### config.mk
export PLATFORM = sky130hd
export DESIGN_NAME = dir_input_writer
export DESIGN_NICKNAME = d
export VERILOG_FILES = /design/src/rtl/dir_input_pkg.sv /design/src/rtl/debounce_cell.sv /design/src/rtl/dir_input_writer.sv
export SDC_FILE = /design/constraint.sdc
export NUM_CORES = 1
export LEC_CHECK = 0
export BUFFER_PORTS_ARGS = -buffer_cell sky130_fd_sc_hd__buf_2
export CAP_MARGIN = 30
export CORE_ASPECT_RATIO = 0.6
export CORE_UTILIZATION = 40
export DETAILED_ROUTE_END_ITERATION = 6
export PLACE_DENSITY = 0.64
export SYNTH_ARGS = -nofsm -noshare
export SYNTH_HDL_FRONTEND = slang
export SYNTH_SLANG_ARGS = --single-unit
### constraint.sdc
create_clock -name clk -period 2.3 [get_ports clk]
set_input_delay 0.115 -clock clk [delete_from_list [all_inputs] [get_ports clk]]
set_output_delay 0.115 -clock clk [all_outputs]
set_load 0.005 [all_outputs]
### src/rtl/dir_input_pkg.sv
// Shared constants, FSM state type and helpers for the direction-word writer.
package dir_input_pkg;

  localparam int NUM_DIRS          = 4;
  localparam int DIR_UP            = 0;
  localparam int DIR_DOWN          = 1;
  localparam int DIR_RIGHT         = 2;
  localparam int DIR_LEFT          = 3;
  localparam int DEFAULT_BASE_ADDR = 1;

  typedef enum logic [1:0] {
    IDLE,
    REQ,
    WRITE
  } wr_state_e;

  // Lowest set bit wins so multiple pending directions are served up, down, right, left.
  function automatic logic [1:0] lowest_set(input logic [NUM_DIRS-1:0] v);
    logic [1:0] r;
    r = 2'd0;
    for (int i = NUM_DIRS - 1; i >= 0; i--) begin
      if (v[i]) r = 2'(i);
    end
    return r;
  endfunction

  // Each bit replaced by the level of the opposing direction in its pair.
  function automatic logic [NUM_DIRS-1:0] opposite(input logic [NUM_DIRS-1:0] s);
    logic [NUM_DIRS-1:0] o;
    o[DIR_UP]    = s[DIR_DOWN];
    o[DIR_DOWN]  = s[DIR_UP];
    o[DIR_RIGHT] = s[DIR_LEFT];
    o[DIR_LEFT]  = s[DIR_RIGHT];
    return o;
  endfunction

endpackage

### src/rtl/debounce_cell.sv
// One button: 2-flop synchroniser, stability counter, accepted level and a
// combinational toggle flag that is high in the cycle before the level flips.
module debounce_cell #(
  parameter int DEBOUNCE_CYCLES = 500000
) (
  input  logic clk,
  input  logic rst_n,
  input  logic btn_raw,
  output logic stable,
  output logic toggle
);

  localparam int CW = $clog2(DEBOUNCE_CYCLES + 1);

  logic          sync1_reg;
  logic          sync2_reg;
  logic          stable_reg;
  logic [CW-1:0] cnt_reg;
  logic [CW-1:0] cnt_next;

  // The count would hit DEBOUNCE_CYCLES on this edge: flip the level and restart.
  always_comb begin
    cnt_next = '0;
    toggle   = 1'b0;
    if (sync2_reg != stable_reg) begin
      if (cnt_reg == CW'(DEBOUNCE_CYCLES - 1)) begin
        toggle = 1'b1;
      end else begin
        cnt_next = cnt_reg + 1'b1;
      end
    end
  end

  always_ff @(posedge clk or negedge rst_n) begin
    if (!rst_n) begin
      sync1_reg  <= 1'b0;
      sync2_reg  <= 1'b0;
      stable_reg <= 1'b0;
      cnt_reg    <= '0;
    end else begin
      sync1_reg  <= btn_raw;
      sync2_reg  <= sync1_reg;
      stable_reg <= stable_reg ^ toggle;
      cnt_reg    <= cnt_next;
    end
  end

  assign stable = stable_reg;

endmodule

### src/rtl/dir_input_writer.sv
// Debounces four direction buttons and writes each changed level to game RAM
// through a req/gnt arbiter. Optional macro DIR_LOCKOUT_EN suppresses opposing pairs.
module dir_input_writer
  import dir_input_pkg::*;
#(
  parameter int DATA_WIDTH      = 32,
  parameter int ADDRESS_WIDTH   = 12,
  parameter int BASE_ADDR       = DEFAULT_BASE_ADDR,
  parameter int DEBOUNCE_CYCLES = 500000
) (
  input  logic                     clk,
  input  logic                     rst_n,
  input  logic [NUM_DIRS-1:0]      btn_raw,
  output logic                     wr_req,
  input  logic                     wr_gnt,
  output logic                     wEn,
  output logic [ADDRESS_WIDTH-1:0] addr,
  output logic [DATA_WIDTH-1:0]    dataIn,
  output logic [NUM_DIRS-1:0]      dir_state
);

  logic [NUM_DIRS-1:0]      stable_vec;
  logic [NUM_DIRS-1:0]      toggle_vec;
  logic [NUM_DIRS-1:0]      stable_next;
  logic [NUM_DIRS-1:0]      report_next;
  logic [NUM_DIRS-1:0]      change;

  wr_state_e                state_reg, state_next;
  logic [1:0]               idx_reg, idx_next;
  logic [NUM_DIRS-1:0]      pending_reg, pending_next;
  logic [NUM_DIRS-1:0]      dir_state_reg;
  logic                     wr_req_reg, wr_req_next;
  logic                     wen_reg, wen_next;
  logic [ADDRESS_WIDTH-1:0] addr_reg, addr_next;
  logic [DATA_WIDTH-1:0]    data_reg, data_next;

  generate
    for (genvar gi = 0; gi < NUM_DIRS; gi++) begin : g_db
      debounce_cell #(
        .DEBOUNCE_CYCLES(DEBOUNCE_CYCLES)
      ) u_db (
        .clk    (clk),
        .rst_n  (rst_n),
        .btn_raw(btn_raw[gi]),
        .stable (stable_vec[gi]),
        .toggle (toggle_vec[gi])
      );
    end
  endgenerate

  // Look one edge ahead so a change is flagged on the same edge the level flips.
  assign stable_next = stable_vec ^ toggle_vec;
`ifdef DIR_LOCKOUT_EN
  assign report_next = stable_next & ~opposite(stable_next);
`else
  assign report_next = stable_next;
`endif
  assign change = dir_state_reg ^ report_next;

  always_comb begin
    state_next   = state_reg;
    idx_next     = idx_reg;
    pending_next = pending_reg | change;
    wr_req_next  = wr_req_reg;
    wen_next     = 1'b0;
    addr_next    = addr_reg;
    data_next    = data_reg;
    case (state_reg)
      IDLE: begin
        wr_req_next = 1'b0;
        if (pending_reg != '0) begin
          idx_next    = lowest_set(pending_reg);
          wr_req_next = 1'b1;
          state_next  = REQ;
        end
      end
      REQ: begin
        wr_req_next = 1'b1;
        if (wr_gnt) begin
          state_next = WRITE;
          wen_next   = 1'b1;
          addr_next  = ADDRESS_WIDTH'(BASE_ADDR) + ADDRESS_WIDTH'(idx_reg);
          // Latest level, including a flip landing on this very edge.
          data_next  = DATA_WIDTH'(report_next[idx_reg]);
        end
      end
      WRITE: begin
        wr_req_next  = 1'b0;
        // A fresh change on the served bit re-sets it: set beats clear.
        pending_next = (pending_reg & ~(NUM_DIRS'(1) << idx_reg)) | change;
        state_next   = IDLE;
      end
      default: begin
        state_next  = IDLE;
        wr_req_next = 1'b0;
      end
    endcase
  end

  always_ff @(posedge clk or negedge rst_n) begin
    if (!rst_n) begin
      state_reg     <= IDLE;
      idx_reg       <= 2'd0;
      pending_reg   <= '0;
      dir_state_reg <= '0;
      wr_req_reg    <= 1'b0;
      wen_reg       <= 1'b0;
      addr_reg      <= '0;
      data_reg      <= '0;
    end else begin
      state_reg     <= state_next;
      idx_reg       <= idx_next;
      pending_reg   <= pending_next;
      dir_state_reg <= report_next;
      wr_req_reg    <= wr_req_next;
      wen_reg       <= wen_next;
      addr_reg      <= addr_next;
      data_reg      <= data_next;
    end
  end

  assign wr_req    = wr_req_reg;
  assign wEn       = wen_reg;
  assign addr      = addr_reg;
  assign dataIn    = data_reg;
  assign dir_state = dir_state_reg;

endmodule
==> impl_metrics.ini, run 1 <==
[synth]
yosys.cell_types.count = 42
synth_edf_count = 0
ys_seq_area_frac = 0.511
synth_seq_cells = 102
yosys_warnings = 0
synth_largest_area_cell = dfrtp_1
synth_area_per_cell_um2 = 10.0
synthTopCellsByArea = dfrtp_1 (51%), xor2_1 (7.4%), nor2_1 (7.2%)
netlist_instances = 499
synthesis.area_um2 = 4990
ys.flop_type = dfrtp_1
async_flop_share = 1.00
yosys.area.top_type_share = 0.511

[layout]
fin_nets = 536
diodes = 0
multi_input_area_um2 = 2160
mostFrequentLayoutCells = dfrtp_1 (102), nor2_1 (96), nand2_1 (43), xor2_1 (42), conb_1 (40)
final_cells = 691
drive_gt1_frac = 0.0970
final_area_um2 = 5480
regArea_um2 = 2550
area_delta_synth_final_pct = 9.77
layout_commonest_cell = dfrtp_1
n_fill_cell = 1115
largest_reg_flops = 76

[timing]
fmax_mhz = 480
setup_tns_ns = 0
hold_violations = 0
setup_viol = 0
worst_pin_slew_ns = 0.561
skew_ns = 0.00636
fin_ws_ns = 0.217
period_share = 0.906
maxSlewHeadroom = 0.623
min_period_ns = 2.08
slew_viol_final = 0
rsz0062_at_grt = no

[critical_path]
slowest_delay_ns = 0.43
cp_cell_sequence = nor4b_1, nand4_2, nor4_4, mux2_4, o221ai_2, a22oi_2
cp.arrival_ns = 2.30
critPathSlowestCell = dfrtp_1
worstSetupPathType = reg -> reg
critPathRequiredTime_ns = 2.52
cp.buffers_inverters = 0
critPathTopFamily = simple AND/OR/NAND/NOR gates
worstPathMaxFanout = 5
critPathLaunchType = register
end_kind = register

[grt]
antenna_found_initial = 0
grt_pass1_vias = 3072
grt_pass1_wl_mm = 14.7
grt_use_total = 0.143
grt_remaining_overflow = 0
grt_max_degree = 40

[clock_network]
clk_pin_slew_ns = 0.07
cts_sinks = 102
htree_levels = 3
cts_resized = 0
cts_made_buffers = 9
cts-root-buf = clkbuf_16
cts_buffer_depth = 2
cts_tree = built
post_cts_buffers = 0
insertion_delay_ns = 0.34
cts_hold_buf = 5

[detailed_routing]
drt_first_pass_iters = 4
post_drt_wl_per_cell_um = 12.3
drc = 0
num_vias = 3190
ant_nets = 0
routed_wl_mm = 8.47
viasPerCell = 4.62
detail_route.iter0.violations = 158

[floorplanning]
die_w_um = 146
start_util = 0.413
die-height_um = 88.6
fp.dieArea_um2 = 13000
ios = 57
floorplan.core_area_um2 = 12100
placementRows = 31

[power]
swShare = 0.212
comb_power_share = 0.036
p_per_area_nw_per_um2 = 659
power_frac_seq = 0.509
p_int_mw = 2.84
ir_worst_vdd_mv = 0.453
p_leak_nw = 2.55
switching_power_uw = 767
p_clk_frac = 0.455

[placement]
dp_cells = 670
hpwl_mm = 6.10
post_dp_cell_area_um2 = 5110
gp_congestion = 0.799
port_buffers = 16
pre_cts_ws_ns = 0.238

[flow_run]
drv_cap = 0

[worst_hold_path]
hp-class = in -> reg

[run_status]
outcome = completed
-- cell type report --
type	instances	share of cell area
multi-input combinational	369	0.394
tap	165	0.0377
inverter	11	0.00776
sequential	102	0.466
clock inverter	5	0.0148
timing repair buffer	28	0.0361
clock buffer	11	0.0443
-- cells in the mapped netlist, drive strengths merged (4+ instances only) --
| cell | count |
|---|---|
| nor2 | 96 |
| nand3 | 28 |
| a21oi | 4 |
| nor2b | 4 |
| xnor2 | 30 |
| xor2 | 42 |
| clkbuf | 5 |
| nor4b | 4 |
| nand4 | 17 |
| inv | 10 |
| dfrtp | 102 |
| mux2 | 4 |
| and4 | 6 |
| buf | 51 |
| nor3 | 5 |
| nand2 | 43 |
| and3 | 13 |
| ha | 8 |
| o21ai | 5 |
-- routing by layer --
metal | vias up | track usage | share of wire
met4 | 0 | 0.0360 | 0.0055
met1 | 1549 | 0.206 | 0.54
li1 | 1591 | - | -
met3 | 4 | 0.0418 | 0.031
met5 | - | 0 | 0
met2 | 46 | 0.212 | 0.43
-- through the flow --
step,util,hold WS (ns),power [mW]
finish,0.453,0.0834,3.61
global route,0.453,0.0923,3.75
CTS,0.453,0.0736,3.66
detailed placement,0.422,0.128,2.00
global placement,0.422,0.122,1.99
floorplan,-,-0.181,1.98
-- worst register-to-register path, stage by stage, from the launching register on --
cell and delay, ns:
dfrtp_1 0.43, nor4b_1 0.38, nand4_2 0.17, nor4_4 0.34, mux2_4 0.35, o221ai_2 0.20
a22oi_2 0.10
-- power groups by stage --
| stage | combinational [mW] | clock, mW | sequential [mW] |
|---|---|---|---|
| final | 0.130 | 1.64 | 1.84 |
| after global routing | 0.155 | 1.76 | 1.84 |
| after floorplan | 0.115 | 0 | 1.87 |
| after detailed placement | 0.127 | 0 | 1.87 |
| after global placement | 0.123 | 0 | 1.87 |
| after CTS | 0.133 | 1.69 | 1.84 |
-- cells by family (layout without fill, tap and decap cells) --
family,count (synthesis),count (layout),share of synthesized area
compound gates,12,12,0.0168
buf+inv,67,55,0.0859
simple gates,232,232,0.227
flops,102,102,0.511
mux,5,5,0.0118
xor+xnor,72,72,0.126
fa+ha+maj,8,8,0.0200
other cells,1,40,0.000751
-- path summary, 6_finish.rpt --
| path | cells after the start | slack, ns | end | start |
|---|---|---|---|---|
| setup / recovery | 6 | 0.22 | dataIn[0] | g_db[2].u_db.cnt_reg[12] |
| hold / removal | 3 | 0.08 | state_reg[0] | wr_gnt |
| setup reg to reg | 6 | 0.22 | dataIn[0] | g_db[2].u_db.cnt_reg[12] |
| hold reg to reg | 0 | 0.36 | g_db[2].u_db.sync2_reg | g_db[2].u_db.sync1_reg |
| max in group asynchronous | 3 | 1.38 | g_db[0].u_db.cnt_reg[6] | rst_n |
| min in group asynchronous | 2 | 0.29 | g_db[3].u_db.cnt_reg[14] | rst_n |
Power figures use the tool's default switching activity.
==> run 2, diff against run 1 <==
- CORE_ASPECT_RATIO: 0.6 -> 0.8
- SLEW_MARGIN: default -> 20
==> impl_metrics.ini, run 2 (same netlist as run 1, synthesis figures left out) <==
[run_status]
outcome = completed

[layout]
largest_reg_flops = 76
n_fill_cell = 1143
fin_nets = 537
diodes = 0
area_delta_synth_final_pct = 9.44
drive_gt1_frac = 0.0989
mostFrequentLayoutCells = dfrtp_1 (102), nor2_1 (96), nand2_1 (43), xor2_1 (42), conb_1 (40)
layout_commonest_cell = dfrtp_1

[power]
ir_worst_vdd_mv = 0.386
p_per_area_nw_per_um2 = 640
total_power_mw = 3.50
p_leak_nw = 2.54

[detailed_routing]
drc = 0
detail_route.iter0.violations = 146
num_vias = 3144
drt_first_pass_iters = 4
ant_nets = 0
post_drt_wl_per_cell_um = 12.1
routed_wl_mm = 8.19
viasPerCell = 4.64

[placement]
port_buffers = 16
hpwl_mm = 5.91
gp_congestion = 0.801

[floorplanning]
start_util = 0.411
placementRows = 36
ios = 57
die_w_um = 127
floorplan.core_area_um2 = 12200
fp.dieArea_um2 = 12900
die-height_um = 102

[timing]
rsz0062_at_grt = no
skew_ns = 0.00880
min_period_ns = 2.07
worst_pin_slew_ns = 0.665
hold_violations = 0
slew_viol_final = 0
setup_viol = 0
period_share = 0.900
maxSlewHeadroom = 0.556
setup_tns_ns = 0
fmax_mhz = 483

[clock_network]
htree_levels = 3
cts_buffer_depth = 2
cts_made_buffers = 9
cts_tree = built
cts_sinks = 102
clk_pin_slew_ns = 0.07
cts_resized = 0
cts-root-buf = clkbuf_16
insertion_delay_ns = 0.34

[critical_path]
slowest_delay_ns = 0.42
worstSetupPathType = reg -> reg
end_kind = register
critPathLaunchType = register
worstPathMaxFanout = 5
critPathSlowestCell = dfrtp_1
critPathRequiredTime_ns = 2.53
cp.buffers_inverters = 0
cp.arrival_ns = 2.30
cp_cell_sequence = nor4b_1, nand4_2, nor4_4, mux2_4, o221ai_2, a22oi_2
critPathTopFamily = simple AND/OR/NAND/NOR gates
ff2ff_setup_slack_ns = 0.23

[grt]
grt_max_degree = 53
grt_remaining_overflow = 0
grt_pass1_wl_mm = 14.6
antenna_found_initial = 0
grt_pass1_vias = 3087
grt_use_total = 0.142

[worst_hold_path]
hp-class = in -> reg

[flow_run]
drv_cap = 0
run 2: worst reg2reg max path, cell delays in order, from the launching register on:
cell	delay, ns
dfrtp_1	0.42
nor4b_1	0.38
nand4_2	0.17
nor4_4	0.33
mux2_4	0.35
o221ai_2	0.20
a22oi_2	0.10
run 2: path summary, 6_finish.rpt:
path                                          start                      end  cells after the start
min in group asynchronous                     rst_n  g_db[1].u_db.cnt_reg[4]                      2
setup reg to reg           g_db[2].u_db.cnt_reg[12]                dataIn[0]                      6
hold reg to reg              g_db[2].u_db.sync1_reg   g_db[2].u_db.sync2_reg                      0
setup / recovery           g_db[2].u_db.cnt_reg[12]                dataIn[0]                      6
max in group asynchronous                     rst_n  g_db[3].u_db.cnt_reg[8]                      3
hold / removal                               wr_gnt             state_reg[0]                      3
run 2: cell type report:
class | instances | area [um2] | share of cell area
clock inverters | 5 | 65.1 | 0.0119
repair buffers | 29 | 218 | 0.0398
flip-flops and latches | 102 | 2550 | 0.467
clock buffers | 10 | 239 | 0.0437
multi-input cells | 369 | 2160 | 0.395
well taps | 152 | 190 | 0.0348
inverters | 11 | 42.5 | 0.00778
run 2: stage by stage:
stage | util | instance area, um2 | hold WS, ns | setup slack (ns) | instances
2_1_floorplan | - | 5140 | -0.181 | 0.361 | 538
3_3_place_gp | 0.420 | 5110 | 0.192 | 0.271 | 658
3_5_place_dp | 0.420 | 5110 | 0.194 | 0.234 | 658
4_1_cts | 0.449 | 5470 | 0.0834 | 0.219 | 678
5_1_grt | 0.449 | 5470 | 0.135 | 0.0381 | 678
6_report | 0.449 | 5470 | 0.100 | 0.229 | 678
run 2: power by group:
group | leakage, nW | total (mW) | internal [mW] | switching (mW)
Combinational | 1.00 | 0.133 | 0.0435 | 0.0900
Clock | 0.143 | 1.53 | 0.878 | 0.654
Sequential | 1.40 | 1.84 | 1.82 | 0.0186
run 2: layer usage:
| metal | GRT usage | up-vias | part of all wire |
|---|---|---|---|
| met4 | 0.0403 | 0 | 0.012 |
| met2 | 0.222 | 42 | 0.45 |
| met1 | 0.191 | 1498 | 0.50 |
| li1 | - | 1592 | - |
| met3 | 0.0461 | 12 | 0.038 |
| met5 | 0 | - | 0 |
run 2: repair_timing:
| action | CTS | global route |
|---|---|---|
| buffers inserted | 0 | 0 |
| hold buffers | 5 | 0 |
| endpoints found under the hold margin | 54 | 0 |
| setup endpoints to repair | 0 | 0 |
